File: config.mk
export PLATFORM = sky130hd
export DESIGN_NAME = spi_cmd_receiver
export DESIGN_NICKNAME = d
export VERILOG_FILES = /design/src/rtl/spi_cmd_receiver_pkg.sv /design/src/rtl/spi_byte_rx.sv /design/src/rtl/spi_cmd_receiver.sv
export SDC_FILE = /design/constraint.sdc
export NUM_CORES = 1
export LEC_CHECK = 0
export CORE_MARGIN = 2
export CORE_UTILIZATION = 40
export CTS_BUF_LIST = sky130_fd_sc_hd__clkbuf_4 sky130_fd_sc_hd__clkbuf_8 sky130_fd_sc_hd__clkbuf_16
export DETAILED_ROUTE_END_ITERATION = 6
export GPL_TIMING_DRIVEN = 0
export PLACE_DENSITY_LB_ADDON = 0.08
export SLEW_MARGIN = 20
export SYNTH_ARGS = -nofsm -noshare
export SYNTH_HDL_FRONTEND = slang
export SYNTH_HIERARCHICAL = 1
export SYNTH_SLANG_ARGS = --single-unit
File: constraint.sdc
create_clock -name clk -period 3.2 [get_ports clk]
set_clock_uncertainty 0.2 [all_clocks]
set_input_delay 0.64 -clock clk [delete_from_list [all_inputs] [get_ports clk]]
set_output_delay 0.64 -clock clk [all_outputs]
set_load 0.005 [all_outputs]
File: src/rtl/spi_cmd_receiver_pkg.sv
`default_nettype none
// ============================================================================
// Module   : spi_cmd_receiver_pkg
// Brief    : Shared opcodes, field sizes and frame-state encoding for the
//            SPI command receiver.
// Revision : 1.0 - initial release
// ============================================================================
package spi_cmd_receiver_pkg;

    // Frame opcodes (first byte of every frame)
    localparam logic [7:0] OPC_MEM_WRITE  = 8'h01;
    localparam logic [7:0] OPC_CHAR_WRITE = 8'h02;

    // Field lengths in bytes for a memory write frame
    localparam int MEM_ADDR_BYTES = 3;
    localparam int MEM_DATA_BYTES = 8;

    // Frame-state encoding
    localparam int STATE_W = 3;
    localparam logic [STATE_W-1:0] ST_IDLE   = 3'd0;
    localparam logic [STATE_W-1:0] ST_OPCODE = 3'd1;
    localparam logic [STATE_W-1:0] ST_MADDR  = 3'd2;
    localparam logic [STATE_W-1:0] ST_MDATA  = 3'd3;
    localparam logic [STATE_W-1:0] ST_CADDR  = 3'd4;
    localparam logic [STATE_W-1:0] ST_CDATA  = 3'd5;
    localparam logic [STATE_W-1:0] ST_DONE   = 3'd6;

endpackage
`default_nettype wire

File: src/rtl/spi_byte_rx.sv
`default_nettype none
// ============================================================================
// Module   : spi_byte_rx
// Brief    : Synchronises the mode-0 SPI lines into clk, detects spi_clk
//            rising edges and chip-select edges, and assembles MSB-first
//            bytes.
// Revision : 1.0 - initial release
// ============================================================================
module spi_byte_rx #(
    parameter int SYNC_STAGES = 2
) (
    input  logic       clk,
    input  logic       rst_n,
    input  logic       spi_clk,
    input  logic       spi_cs_n,
    input  logic       spi_mosi,
    output logic [7:0] rx_byte,
    output logic       byte_valid,
    output logic       frame_start,
    output logic       frame_end
);

    logic [SYNC_STAGES-1:0] r_sclk_sync;
    logic [SYNC_STAGES-1:0] r_cs_sync;
    logic [SYNC_STAGES-1:0] r_mosi_sync;
    logic                   r_sclk_prev;
    logic                   r_cs_prev;
    logic [2:0]             r_bitcnt;
    logic [6:0]             r_shift;
    logic [7:0]             r_byte;
    logic                   r_byte_valid;
    logic                   r_frame_start;
    logic                   r_frame_end;

    logic w_sclk_s;
    logic w_cs_s;
    logic w_mosi_s;
    logic w_sclk_rise;
    logic w_cs_fall;
    logic w_cs_rise;

    assign w_sclk_s    = r_sclk_sync[SYNC_STAGES-1];
    assign w_cs_s      = r_cs_sync[SYNC_STAGES-1];
    assign w_mosi_s    = r_mosi_sync[SYNC_STAGES-1];
    assign w_sclk_rise = w_sclk_s & ~r_sclk_prev;
    assign w_cs_fall   = ~w_cs_s & r_cs_prev;
    assign w_cs_rise   = w_cs_s & ~r_cs_prev;

    // Synchroniser, edge detection and MSB-first byte shifter.
    // Chip select resets to "low" so that leaving reset in the middle of a
    // frame never looks like a fresh frame start; only a real cs fall does.
    always_ff @(posedge clk) begin
        if (!rst_n) begin
            r_sclk_sync   <= '0;
            r_cs_sync     <= '0;
            r_mosi_sync   <= '0;
            r_sclk_prev   <= 1'b0;
            r_cs_prev     <= 1'b0;
            r_bitcnt      <= 3'd0;
            r_shift       <= 7'd0;
            r_byte        <= 8'd0;
            r_byte_valid  <= 1'b0;
            r_frame_start <= 1'b0;
            r_frame_end   <= 1'b0;
        end else begin
            r_sclk_sync   <= {r_sclk_sync[SYNC_STAGES-2:0], spi_clk};
            r_cs_sync     <= {r_cs_sync[SYNC_STAGES-2:0], spi_cs_n};
            r_mosi_sync   <= {r_mosi_sync[SYNC_STAGES-2:0], spi_mosi};
            r_sclk_prev   <= w_sclk_s;
            r_cs_prev     <= w_cs_s;
            r_byte_valid  <= 1'b0;
            r_frame_start <= w_cs_fall;
            r_frame_end   <= w_cs_rise;
            if (w_cs_fall || w_cs_rise) begin
                r_bitcnt <= 3'd0;
            end else if (w_sclk_rise && !w_cs_s) begin
                r_shift  <= {r_shift[5:0], w_mosi_s};
                r_bitcnt <= r_bitcnt + 3'd1;
                if (r_bitcnt == 3'd7) begin
                    r_byte       <= {r_shift, w_mosi_s};
                    r_byte_valid <= 1'b1;
                end
            end
        end
    end

    assign rx_byte     = r_byte;
    assign byte_valid  = r_byte_valid;
    assign frame_start = r_frame_start;
    assign frame_end   = r_frame_end;

endmodule
`default_nettype wire

File: src/rtl/spi_cmd_receiver.sv
`default_nettype none
// ============================================================================
// Module   : spi_cmd_receiver
// Brief    : Decodes SPI command frames into 64-bit memory write requests and
//            character-buffer byte writes; tracks the in-flight memory write.
// Revision : 1.0 - initial release
// ============================================================================
module spi_cmd_receiver #(
    parameter int SYNC_STAGES = 2,
    parameter int MEM_ADDR_W  = 20,
    parameter int CHAR_ADDR_W = 10
) (
    input  logic                   clk,
    input  logic                   rst_n,
    input  logic                   spi_clk,
    input  logic                   spi_cs_n,
    input  logic                   spi_mosi,
    output logic [MEM_ADDR_W-1:0]  mem_addr,
    output logic [63:0]            mem_wrdata,
    output logic                   mem_write,
    input  logic                   mem_ready,
    output logic [CHAR_ADDR_W-1:0] char_wraddr,
    output logic [7:0]             char_wrdata,
    output logic                   char_we,
    output logic                   err_overflow,
    output logic                   err_opcode
);

    import spi_cmd_receiver_pkg::*;

    localparam logic [3:0] c_maddr_last = 4'(MEM_ADDR_BYTES - 1);
    localparam logic [3:0] c_mdata_last = 4'(MEM_DATA_BYTES - 1);
    localparam int         c_mdata_acc_w = 8 * (MEM_DATA_BYTES - 1);

    logic [7:0] w_rx_byte;
    logic       w_byte_valid;
    logic       w_frame_start;
    logic       w_frame_end;

    logic [STATE_W-1:0]     r_state;
    logic [3:0]             r_cnt;
    logic [MEM_ADDR_W-1:0]  r_maddr_acc;
    logic [c_mdata_acc_w-1:0] r_mdata_acc;
    logic [CHAR_ADDR_W-1:0] r_caddr_acc;
    logic [1:0]             r_inflight;
    logic [MEM_ADDR_W-1:0]  r_mem_addr;
    logic [63:0]            r_mem_wrdata;
    logic                   r_mem_write;
    logic [CHAR_ADDR_W-1:0] r_char_wraddr;
    logic [7:0]             r_char_wrdata;
    logic                   r_char_we;
    logic                   r_err_overflow;
    logic                   r_err_opcode;

    spi_byte_rx #(
        .SYNC_STAGES (SYNC_STAGES)
    ) u_byte_rx (
        .clk         (clk),
        .rst_n       (rst_n),
        .spi_clk     (spi_clk),
        .spi_cs_n    (spi_cs_n),
        .spi_mosi    (spi_mosi),
        .rx_byte     (w_rx_byte),
        .byte_valid  (w_byte_valid),
        .frame_start (w_frame_start),
        .frame_end   (w_frame_end)
    );

    // Frame FSM, field assembly, request strobes and in-flight tracking.
    // Address accumulators keep only the low bits, which is exactly the
    // truncation the wider big-endian wire fields call for.
    always_ff @(posedge clk) begin
        if (!rst_n) begin
            r_state        <= ST_IDLE;
            r_cnt          <= 4'd0;
            r_maddr_acc    <= '0;
            r_mdata_acc    <= '0;
            r_caddr_acc    <= '0;
            r_inflight     <= 2'd0;
            r_mem_addr     <= '0;
            r_mem_wrdata   <= 64'd0;
            r_mem_write    <= 1'b0;
            r_char_wraddr  <= '0;
            r_char_wrdata  <= 8'd0;
            r_char_we      <= 1'b0;
            r_err_overflow <= 1'b0;
            r_err_opcode   <= 1'b0;
        end else begin
            r_mem_write    <= 1'b0;
            r_char_we      <= 1'b0;
            r_err_overflow <= 1'b0;
            r_err_opcode   <= 1'b0;

            if (mem_ready && (r_inflight != 2'd0)) begin
                r_inflight <= r_inflight - 2'd1;
            end

            if (r_char_we) begin
                r_char_wraddr <= r_char_wraddr + 1'b1;
            end

            if (w_frame_end) begin
                r_state <= ST_IDLE;
                r_cnt   <= 4'd0;
            end else if (w_frame_start) begin
                r_state <= ST_OPCODE;
                r_cnt   <= 4'd0;
            end else if (w_byte_valid) begin
                case (r_state)
                    ST_OPCODE: begin
                        r_cnt <= 4'd0;
                        if (w_rx_byte == OPC_MEM_WRITE) begin
                            r_state <= ST_MADDR;
                        end else if (w_rx_byte == OPC_CHAR_WRITE) begin
                            r_state <= ST_CADDR;
                        end else begin
                            r_err_opcode <= 1'b1;
                            r_state      <= ST_DONE;
                        end
                    end
                    ST_MADDR: begin
                        r_maddr_acc <= {r_maddr_acc[MEM_ADDR_W-9:0], w_rx_byte};
                        if (r_cnt == c_maddr_last) begin
                            r_cnt   <= 4'd0;
                            r_state <= ST_MDATA;
                        end else begin
                            r_cnt <= r_cnt + 4'd1;
                        end
                    end
                    ST_MDATA: begin
                        if (r_cnt == c_mdata_last) begin
                            // Only one write may be outstanding toward the
                            // memory controller; later ones are dropped.
                            if (r_inflight == 2'd0) begin
                                r_mem_write  <= 1'b1;
                                r_mem_addr   <= r_maddr_acc;
                                r_mem_wrdata <= {r_mdata_acc, w_rx_byte};
                                r_inflight   <= 2'd2;
                            end else begin
                                r_err_overflow <= 1'b1;
                            end
                            r_cnt   <= 4'd0;
                            r_state <= ST_DONE;
                        end else begin
                            r_mdata_acc <= {r_mdata_acc[c_mdata_acc_w-9:0], w_rx_byte};
                            r_cnt       <= r_cnt + 4'd1;
                        end
                    end
                    ST_CADDR: begin
                        if (r_cnt == 4'd0) begin
                            r_caddr_acc <= {r_caddr_acc[CHAR_ADDR_W-9:0], w_rx_byte};
                            r_cnt       <= 4'd1;
                        end else begin
                            r_char_wraddr <= {r_caddr_acc[CHAR_ADDR_W-9:0], w_rx_byte};
                            r_cnt         <= 4'd0;
                            r_state       <= ST_CDATA;
                        end
                    end
                    ST_CDATA: begin
                        r_char_wrdata <= w_rx_byte;
                        r_char_we     <= 1'b1;
                    end
                    default: begin
                        // IDLE and DONE ignore incoming bytes
                    end
                endcase
            end
        end
    end

    assign mem_addr     = r_mem_addr;
    assign mem_wrdata   = r_mem_wrdata;
    assign mem_write    = r_mem_write;
    assign char_wraddr  = r_char_wraddr;
    assign char_wrdata  = r_char_wrdata;
    assign char_we      = r_char_we;
    assign err_overflow = r_err_overflow;
    assign err_opcode   = r_err_opcode;

endmodule
`default_nettype wire

==> results of run 1 <==
-- cell families after synthesis --
family,after synthesis
flip-flops,222
multiplexers,27
AND/OR/NAND/NOR,445
buffers and inverters,80
AO/OA/AOI/OAI,199
adder cells (fa/ha/maj),9
XOR/XNOR,12
-- registers in the layout (all words and copies together) (netlist names), 3 cells and up --
| register | flops |
|---|---|
| char_wraddr | 10 |
| char_wrdata | 8 |
| mem_addr | 20 |
| mem_wrdata | 64 |
| r_cnt | 4 |
| r_maddr_acc | 20 |
| r_mdata_acc | 56 |
| r_state | 3 |
| u_byte_rx/r_bitcnt | 3 |
| u_byte_rx/r_shift | 7 |
| u_byte_rx/rx_byte | 8 |
-- power by group --
group          switching, uW  internal (uW)
Combinational           71.1           30.9
Sequential              5.84           2770
Clock                   1070           1600
-- cell usage after synthesis (all sizes together) (2+ instances only) --
cell type	instances	share of area (%)
clkbuf	41	1.9
nand2	347	16
and4	2	0.21
a31oi	4	0.30
nor3	4	0.24
o21ai	6	0.36
and3b	2	0.21
nor4	2	0.15
mux2i	27	3.3
a211oi	9	0.82
dfxtp	222	54
and2	13	1.0
inv	8	0.36
xor2	5	0.53
nor3b	8	0.86
nand3	7	0.42
ha	9	1.4
and3	4	0.32
nand3b	3	0.27
or3	2	0.15
nor2	29	1.3
nor2b	12	0.91
a21boi	2	0.18
nand4	5	0.38
xnor2	7	0.74
o21a	2	0.18
buf	31	2.5
a21oi	167	10
-- metal layers --
metal,up-vias,share of wire [%]
met2,155,45
li1,3545,-
met5,-,0
met1,3192,49
met4,0,1.6
met3,24,4.5
-- critical path, cell delays in order --
cell and delay (ns):
clkdlybuf4s50_1 0.52, inv_1 0.13, clkbuf_1 0.42, clkbuf_1 0.55
clkbuf_1 0.48, nor2_1 0.10
-- how the worst min path moves through the flow --
stage / start / endpoint / depth (start not counted) / slack [ns]
floorplan: u_byte_rx/r_cs_sync[0] / u_byte_rx/r_cs_sync[1] / 1 / 0.21
global placement: u_byte_rx/r_cs_sync[0] / u_byte_rx/r_cs_sync[1] / 1 / 0.22
detailed placement: u_byte_rx/r_sclk_sync[0] / u_byte_rx/r_sclk_sync[1] / 1 / 0.23
CTS: u_byte_rx/r_sclk_sync[0] / u_byte_rx/r_sclk_sync[1] / 1 / 0.24
global route: u_byte_rx/r_cs_sync[0] / u_byte_rx/r_cs_sync[1] / 1 / 0.26
finish: u_byte_rx/r_sclk_sync[0] / u_byte_rx/r_sclk_sync[1] / 1 / 0.23
-- layout make-up --
type | instances | area, um^2 | area share [%]
clock inverter | 4 | 48.8 | 0.465
tap | 270 | 338 | 3.22
inverter | 8 | 30.0 | 0.286
timing repair buffer | 111 | 1110 | 10.6
sequential | 222 | 4440 | 42.4
buffer | 72 | 364 | 3.47
clock buffer | 36 | 711 | 6.78
multi-input combinational | 692 | 3440 | 32.8
-- through the flow --
| stage | instances | power, uW | hold WS [ns] | setup slack, ns |
|---|---|---|---|---|
| after global placement | 1375 | 2940 | 0.218 | -0.0600 |
| after global routing | 1415 | 5740 | 0.255 | 0.323 |
| final | 1415 | 5550 | 0.234 | 0.512 |
| after floorplan | 994 | 2910 | 0.212 | 1.32 |
| after detailed placement | 1375 | 2940 | 0.227 | -0.0676 |
| after CTS | 1415 | 5600 | 0.240 | 0.461 |
==> metrics.md, run 1 <==
| Metric | Value |
|---|---|
| Outcome | `complete, no violations` |
| Critical path class | `in2reg` |
| Commonest non-fill, non-tap cell in the layout | `nand2_1` |
| Syn Nets | `1009` |
| Worst setup SP type | `primary input` |
| Post-route cell area | `10500 um^2` |
| Simple-Gate Fraction of Synth Area | `22.7%` |
| Synth Area in Compound Gates | `12.9%` |
| DRC violation total after the first TritonRoute iteration | `326` |
| Peak supply drop | `0.355 mV` |
| Floorplan row count | `52` |
| Routed WL | `20.9 mm` |
| DRC viols | `0` |
| Yosys cell types | `51` |
| Layout cells sized above 1 | `6.72%` |
| Vias in the first global route | `6457` |
| FF-to-FF setup slack | `1.01 ns` |
| Fill count | `2075` |
| Cts bufs inserted | `23` |
| Die Span X | `148 um` |
| Xor and xnor area share after synthesis | `1.27%` |
| Most Crowded Layer GR | `met2` |
| Routability cong. | `0.855` |
| Clock Pin Slew Worst Setup and Hold Paths | `0.06 ns` |
| Minimum clock period | `2.69 ns` |
| Main combinational cell family by area after synthesis | `simple AND/OR/NAND/NOR gates` |
| Largest net degree at the start of global routing | `14` |
| Mapped Area | `8280 um^2` |
| TritonCTS clock tree | `done` |
| Reg2reg path depth | `7` |
| Post-synth EDFFs | `0` |
| Worst path required time | `3.37 ns` |
| Setup crit end | `char_wrdata[4]` |
| GR Layer Usage met1 | `27.4%` |
| Hold Buf Count CTS | `0` |
| Worst EP arrival | `2.86 ns` |
| DR vias/cell | `4.89` |
| Avg WL per Cell | `14.8 um` |
| Worst r2r src | `r_cnt[0]` |
| LEAKAGE | `0.00349 uW` |
| Final Max Slew Viols | `0` |
| Worst-Margin Slew | `0.787 ns` |
| Final TNS setup | `0 ns` |
| Die H | `148 um` |
| Fmax achieved | `372 MHz` |
| Core footprint | `20300 um^2` |
| Slew HR | `47.4%` |
| Clock sinks | `222` |
| Post-DP HPWL | `14.6 mm` |
| Met2 usage | `29.8%` |
| RSZ-0062 raised after global routing | `no` |
| Antenna violations before repair | `0` |
| GR Layer Usage met3 | `3.12%` |
| Global-route wire length before repair | `33.9 mm` |
| Mux cell area share after synthesis | `3.27%` |
| Post-layout util | `51.6%` |
| Worst setup startpoint | `rst_n` |
| Tot GR Track Use | `19.0%` |
| I/O pins | `112` |
| RR Endpoint | `char_wraddr[0]` |
| Port bufs | `111` |
| Gate Count Post-Synth | `994` |
| CP Capture Type | `register` |
| Ant. Diodes | `0` |
| Root Buffer | `clkbuf_16` |
| Warnings, synthesis | `6` |
| Most frequent cells in the layout | `347 x nand2_1, 222 x dfxtp_1, 167 x a21oi_1, 111 x clkdlybuf4s50_1, 40 x clkbuf_1` |
| H-tree Lvls | `1` |
| Final Cycle Share | `84.0%` |
| Post-route ant nets | `0` |
| Final count of hold timing violations | `0` |
| CP max FO | `10` |
| Worst min path class | `reg2reg` |
| Worst-Skew Late Latency | `0.51 ns` |
| Post CTS Setup Buffer Count | `0` |
| Gr ovfl total | `0` |
| Post-Synth Adder-Cell Area | `1.36%` |
| Sequential area share after synthesis | `53.7%` |
| Area Growth Syn to Fin | `26.7%` |
| Die ar. | `21900 um^2` |
| Max-Cap Viols | `0` |
| Syn avg cell area | `8.33 um^2` |
| Routed vias | `6916` |
| CTS resizes | `0` |
| PwrDens | `529 nW/um^2` |
| Setup violators final | `0` |
| Synthesized flop and latch total | `222` |
| Post-synth ARST share | `0%` |
| Placed cell areas | `9720 um^2` |
| Clock Path Buffers | `3` |
| Main flop type after synthesis | `dfxtp_1` |
| Initial Util | `40.8%` |
| Drt first pass iters | `5` |
| Final #Nets | `1145` |
Note: power is estimated with default switching activity, not from simulation.
==> inputs of run 2 (changes only) <==
Clock period 3.2 ns to 2.56 ns, I/O delays scaled along.
==> run 2 against run 1 <==
  * Hold slack unchanged
  * Critical path depth unchanged
  * First-iteration DRC count unchanged
  * Wire length up 0.11%
  * Global-route usage unchanged
  * Count of clock-buffer cells in the layout unchanged
  * Sequential share of layout area about the same
  * Core utilization about the same
  * Power up 25%
  * Critical path type unchanged
  * Largest power group unchanged
  * Highest routed layer unchanged
==> metrics.md, run 2 (synthesized netlist as in run 1, its figures left out) <==
| Metric | Value |
|---|---|
| Outcome | `complete, no violations (unchanged)` |
| Commonest non-fill, non-tap cell in the layout | `nand2_1 (unchanged)` |
| Ant. Diodes | `0 (unchanged)` |
| Worst r2r src | `r_cnt[0] (unchanged)` |
| Routed vias | `6897 (was 6916)` |
| RSZ-0062 raised after global routing | `no (unchanged)` |
| Core footprint | `20300 um^2 (unchanged)` |
| TritonCTS clock tree | `done (unchanged)` |
| Fmax achieved | `421 MHz` |
| Worst-Skew Late Latency | `0.51 ns (about the same)` |
| Routability cong. | `0.855 (unchanged)` |
| DRC viols | `0 (unchanged)` |
| Vias in the first global route | `6457 (unchanged)` |
| Routed WL | `21.0 mm (was 20.9 mm)` |
| Clock Pin Slew Worst Setup and Hold Paths | `0.06 ns (about the same)` |
| Antenna violations before repair | `0 (unchanged)` |
| Worst setup startpoint | `rst_n (unchanged)` |
| Die Span X | `148 um (unchanged)` |
| Fill count | `2074 (was 2075)` |
| Pre-CTS setup slack | `-0.580 ns (was -0.0676 ns)` |
| Final Max Slew Viols | `0 (unchanged)` |
| Switching pwr | `1430 uW (was 1140 uW)` |
| Worst-Margin Slew | `0.785 ns (was 0.787 ns)` |
| Root Buffer | `clkbuf_16 (unchanged)` |
| Peak supply drop | `0.443 mV (was 0.355 mV)` |
| CP max FO | `10 (unchanged)` |
| Critical path class | `in2reg (unchanged)` |
| Final WS setup | `0.182 ns (was 0.512 ns)` |
| Clock sinks | `222 (unchanged)` |
| Post-route ant nets | `0 (unchanged)` |
| Avg WL per Cell | `14.8 um (about the same)` |
| Final Cycle Share | `92.9%` |
| Layout cells sized above 1 | `6.81% (was 6.72%)` |
| Worst path required time | `2.72 ns (was 3.37 ns)` |
| Worst EP arrival | `2.54 ns (was 2.86 ns)` |
| Number of flip-flops under the largest register name | `64 (unchanged)` |
| Largest net degree at the start of global routing | `14 (unchanged)` |
| Cts bufs inserted | `23 (unchanged)` |
| Die ar. | `21900 um^2 (unchanged)` |
| Final #Nets | `1145 (unchanged)` |
| Sw Ratio | `20.6% (about the same)` |
| I/O pins | `112 (unchanged)` |
| Max-Cap Viols | `0 (unchanged)` |
| Floorplan row count | `52 (unchanged)` |
| Port bufs | `111 (unchanged)` |
| HP Start | `u_byte_rx/r_sclk_sync[0] (unchanged)` |
| Worst min path class | `reg2reg (unchanged)` |
| Final TNS setup | `0 ns (unchanged)` |
| H-tree Lvls | `1 (unchanged)` |
| Power Internal | `5510 uW (was 4410 uW)` |
| Area Growth Syn to Fin | `26.7% (about the same)` |
| Final count of hold timing violations | `0 (unchanged)` |
| DRC violation total after the first TritonRoute iteration | `326 (unchanged)` |
| LEAKAGE | `0.00350 uW (was 0.00349 uW)` |
| Post CTS Setup Buffer Count | `0 (unchanged)` |
| Initial Util | `40.8% (unchanged)` |
| Drt first pass iters | `4 (was 5)` |
| Worst setup SP type | `primary input (unchanged)` |
| Most frequent cells in the layout | `347 x nand2_1, 222 x dfxtp_1, 167 x a21oi_1, 111 x clkdlybuf4s50_1, 39 x clkbuf_1 (was 347 x nand2_1, 222 x dfxtp_1, 167 x a21oi_1, 111 x clkdlybuf4s50_1, 40 x clkbuf_1)` |
| PwrDens | `661 nW/um^2 (was 529 nW/um^2)` |
| DR vias/cell | `4.87 (was 4.89)` |
| Tot GR Track Use | `19.0% (unchanged)` |
| Final Power | `6930 uW (was 5550 uW)` |
| Global-route wire length before repair | `33.9 mm (unchanged)` |
| Clock Path Buffers | `3 (unchanged)` |
| Clock power frac | `48.1% (about the same)` |
| Comb pwr share | `1.8% (about the same)` |
| Slew HR | `47.6% (was 47.4%)` |
| Seq pwr share | `50.1% (about the same)` |
| Post-DP HPWL | `14.6 mm (unchanged)` |
| Minimum clock period | `2.38 ns` |
| Die H | `148 um (unchanged)` |
| CP Capture Type | `register (unchanged)` |
| Gr ovfl total | `0 (unchanged)` |
| Setup violators final | `0 (unchanged)` |
[run 2: worst paths after layout]
path	endpoint	slack (ns)	cells after the start
min	u_byte_rx/r_sclk_sync[1]	0.23	1
max	mem_wrdata[9]	0.18	6
max reg2reg	char_wraddr[0]	0.36	7
min reg2reg	u_byte_rx/r_sclk_sync[1]	0.23	1
[run 2: metal layers]
metal	GRT usage (%)	vias to the layer above	wire length [um]
met1	27.4	3195	10400
met2	29.8	133	9360
met3	3.12	24	881
li1	-	3545	-
met4	4.81	0	337
met5	0	-	0
[run 2: power groups by stage]
stage	registers, uW	clock network (uW)	logic, uW
6_report	3470	3330	127
5_1_grt	3470	3560	142
4_1_cts	3470	3400	129
3_5_place_dp	3550	0	128
3_3_place_gp	3550	0	128
2_1_floorplan	3550	0	83.7
[run 2: worst max-delay path, stage by stage]
cell	delay, ns
clkdlybuf4s50_1	0.52
inv_1	0.13
clkbuf_1	0.42
clkbuf_2	0.39
clkbuf_1	0.45
a21oi_1	0.10
[run 2: timing repair]
action,CTS,global route
setup endpoints to repair,13,0
hold buffers,0,0
resized for setup,1,0
[run 2: per-stage QoR]
| stage | utilization (%) | area [um^2] | hold slack, ns | cells |
|---|---|---|---|---|
| finish | 51.7 | 10500 | 0.234 | 1415 |
| detailed placement | 47.9 | 9720 | 0.227 | 1375 |
| global route | 51.7 | 10500 | 0.255 | 1415 |
| global placement | 47.9 | 9720 | 0.218 | 1375 |
| floorplan | - | 8280 | 0.212 | 994 |
| CTS | 51.7 | 10500 | 0.240 | 1415 |
[run 2: final cells by class]
cell class              instances  area, um^2  area share [%]
flip-flops and latches        222        4440            42.4
clock inverters                 4        48.8           0.465
clock buffers                  36         711            6.78
inverters                       8        30.0           0.286
well taps                     270         338            3.22
plain buffers                  72         365            3.48
multi-input cells             692        3440            32.8
repair buffers                111        1110            10.6
==> inputs of run 3 (changes only) <==
Settings changed: ABC_AREA from default to 1, MAX_ROUTING_LAYER from default to met4.
==> run 3 against run 2 <==
  * Die area shrank 1.3%
  * Sequential power is essentially flat
  * Register-to-register slack gained 0.12 ns
  * Power grew 0.27%
  * Synthesized cell count grew 3.7%
  * Critical path depth shrank 5
  * Sequential share of layout area grew 0.39 points
  * Worst setup slack gained 0.22 ns
  * Via count grew 1.4%
  * Critical path type is now reg2out
  * Highest routed layer unchanged
==> metrics.md, run 3 <==
| Metric | Value |
|---|---|
| Tot GR Track Use | `19.5% (was 19.0%)` |
| Clock Pin Slew Worst Setup and Hold Paths | `0.06 ns (about the same)` |
| Yosys cell types | `29 (was 51)` |
| Routability cong. | `0.868 (was 0.855)` |
| Worst path required time | `1.85 ns (was 2.72 ns)` |
| Largest cells by area after synthesis | `dfxtp_1 54%, o21ai_0 12%, nor2_1 11%, a21oi_1 5.4%, nand2_1 3.8% (was dfxtp_1 54%, nand2_1 16%, a21oi_1 10%, mux2i_1 3.3%, clkbuf_1 1.8%)` |
| Fill count | `1981 (was 2074)` |
| Buf+Inv Stages, Crit Path | `1 (was 5)` |
| Worst-Margin Slew | `0.660 ns (was 0.785 ns)` |
| I/O pins | `112 (unchanged)` |
| Final #Nets | `1182 (was 1145)` |
| CTS resizes | `0 (was 1)` |
| Post-route ant nets | `0 (unchanged)` |
| CP Capture Type | `output pin (was register)` |
| H-tree Lvls | `1 (unchanged)` |
| Synthesized flop and latch total | `222 (unchanged)` |
| Largest net degree at the start of global routing | `13 (was 14)` |
| Syn avg cell area | `7.92 um^2 (was 8.33 um^2)` |
| Placed instance count | `1411 (was 1375)` |
| Most frequent cells after synthesis | `246 x nor2_1, 222 x dfxtp_1, 189 x o21ai_0, 88 x a21oi_1, 82 x nand2_1 (was 347 x nand2_1, 222 x dfxtp_1, 167 x a21oi_1, 40 x clkbuf_1, 29 x nor2_1)` |
| Vias in the first global route | `6511 (was 6457)` |
| Setup violators final | `0 (unchanged)` |
| Global-route wire length before repair | `33.6 mm (was 33.9 mm)` |
| Layout cells sized above 1 | `7.26% (was 6.81%)` |
| Critical path class | `reg2out (was in2reg)` |
| Area Growth Syn to Fin | `27.2% (was 26.7%)` |
| CP max-delay cell | `clkdlybuf4s50_1 (unchanged)` |
| Gr ovfl total | `0 (unchanged)` |
| Port bufs | `110 (was 111)` |
| Post-DP HPWL | `14.6 mm (about the same)` |
| Number of flip-flops under the largest register name | `64 (unchanged)` |
| Clock Path Buffers | `3 (unchanged)` |
| Placed cell areas | `9610 um^2 (was 9720 um^2)` |
| Sequential area share after synthesis | `54.4% (was 53.7%)` |
| Routed vias | `6994 (was 6897)` |
| Warnings, synthesis | `6 (unchanged)` |
| Critical-path cell list | `clkdlybuf4s50_1 (was clkdlybuf4s50_1, inv_1, clkbuf_1, clkbuf_2, clkbuf_1, a21oi_1)` |
| Post-synth EDFFs | `0 (unchanged)` |
| Max-Cap Viols | `0 (unchanged)` |
| Die ar. | `21600 um^2 (was 21900 um^2)` |
| Clock sinks | `222 (unchanged)` |
| Post-route cell area | `10400 um^2 (was 10500 um^2)` |
| TritonCTS clock tree | `done (unchanged)` |
| Outcome | `complete, no violations (unchanged)` |
| Final Cycle Share | `84.3% (was 92.9%)` |
| Slew HR | `56.0% (was 47.6%)` |
| Worst setup SP type | `register (was primary input)` |
| Core footprint | `20100 um^2 (was 20300 um^2)` |
| Final TNS setup | `0 ns (unchanged)` |
| Cell accounting for the most synthesized area | `dfxtp_1 (unchanged)` |
| Peak supply drop | `0.477 mV (was 0.443 mV)` |
| Cts bufs inserted | `24 (was 23)` |
| Post-synth ARST share | `0% (unchanged)` |
| Routed WL | `20.5 mm (was 21.0 mm)` |
| Slowest stage delay, CP | `0.53 ns (was 0.52 ns)` |
| Worst EP arrival | `1.45 ns (was 2.54 ns)` |
| Avg WL per Cell | `14.1 um (was 14.8 um)` |
| Die H | `147 um (was 148 um)` |
| Final non-filler cell total | `1454 (was 1415)` |
| Top delay family on crit path | `buffers and inverters (unchanged)` |
| Mapped Area | `8170 um^2 (was 8280 um^2)` |
| Initial Util | `40.6% (was 40.8%)` |
| Count leader, synth | `nor2_1 (was nand2_1)` |
| Gate Count Post-Synth | `1031 (was 994)` |
| DRC violation total after the first TritonRoute iteration | `370 (was 326)` |
| Die Span X | `147 um (was 148 um)` |
| RSZ-0062 raised after global routing | `no (unchanged)` |
| Post-layout util | `51.7% (about the same)` |
| Post CTS Setup Buffer Count | `0 (unchanged)` |
| LEAKAGE | `0.00454 uW (was 0.00350 uW)` |
| Fmax achieved | `463 MHz (was 421 MHz)` |
| PwrDens | `669 nW/um^2 (was 661 nW/um^2)` |
| CP max FO | `3 (was 10)` |
| Root Buffer | `clkbuf_16 (unchanged)` |
| Commonest non-fill, non-tap cell in the layout | `nor2_1 (was nand2_1)` |
| Antenna violations before repair | `0 (unchanged)` |
| Most frequent cells in the layout | `246 x nor2_1, 222 x dfxtp_1, 189 x o21ai_0, 110 x clkdlybuf4s50_1, 88 x a21oi_1 (was 347 x nand2_1, 222 x dfxtp_1, 167 x a21oi_1, 111 x clkdlybuf4s50_1, 39 x clkbuf_1)` |
| Hold Buf Count CTS | `0 (unchanged)` |
| FF-to-FF setup slack | `0.48 ns (was 0.36 ns)` |
| Final count of hold timing violations | `0 (unchanged)` |
| Main flop type after synthesis | `dfxtp_1 (unchanged)` |
| Floorplan row count | `52 (unchanged)` |
| DR vias/cell | `4.81 (was 4.87)` |
| Final Max Slew Viols | `0 (unchanged)` |
| Worst min path class | `in2reg (was reg2reg)` |
| Yosys top cell area share | `54.4% (was 53.7%)` |
| Minimum clock period | `2.16 ns (was 2.38 ns)` |
| Ant. Diodes | `0 (unchanged)` |
| Drt first pass iters | `4 (unchanged)` |
| Syn Nets | `1046 (was 1009)` |
| Worst-Skew Late Latency | `0.52 ns (was 0.51 ns)` |
| DRC viols | `0 (unchanged)` |
[run 3: cell types whose count changed after synthesis, sizes merged, moves of 12 or more]
cell and change:
nand3 +19, nor2 +222, o21ai +188, inv +66, and2 -13, nor2b -12, mux2i -27, nand2 -264
a21oi -79
[run 3: final cells by class]
type / count / area (um^2) / area share [%]
clock inverter: 4 / 31.3 / 0.301
inverter: 74 / 278 / 2.67
buffer: 61 / 319 / 3.07
timing repair buffer: 110 / 1100 / 10.6
tap: 270 / 338 / 3.25
sequential: 222 / 4440 / 42.8
multi-input combinational: 674 / 3130 / 30.1
clock buffer: 39 / 751 / 7.23
[run 3: final timing paths]
| check | endpoint | from | cells past startpoint |
|---|---|---|---|
| hold / removal | u_byte_rx/r_shift[6] | rst_n | 3 |
| hold reg to reg | u_byte_rx/r_sclk_sync[1] | u_byte_rx/r_sclk_sync[0] | 2 |
| setup / recovery | char_wraddr[8] | char_wraddr[8] | 1 |
| setup reg to reg | mem_wrdata[24] | r_cnt[1] | 8 |
[run 3: layer usage]
layer,up-vias,wire length [um],GRT usage [%]
li1,3614,-,-
met1,3213,10400,28.2
met2,144,8830,29.2
met3,23,924,2.73
met4,0,288,4.42
met5,-,0,-
[run 3: cells by family after synthesis]
kind of cell,synth area share (%)
fa+ha+maj,1.38
simple gates,18.6
buf+inv,7.31
compound gates,17.6
xor+xnor,0.643
flops,54.4
[run 3: power breakdown]
part	total [uW]	internal, uW	switching (uW)	leakage, uW
clock network	3340	2000	1340	0.000399
logic	131	40.5	90.6	0.00235
registers	3480	3470	8.58	0.00179
[run 3: metrics by stage]
stage	power [uW]	setup WS, ns	hold slack, ns
final	6950	0.401	0.111
after global routing	7210	0.261	0.129
after CTS	7050	0.368	0.0952
after detailed placement	3690	0.322	0.212
after global placement	3690	0.332	0.197
after floorplan	3640	0.863	0.190
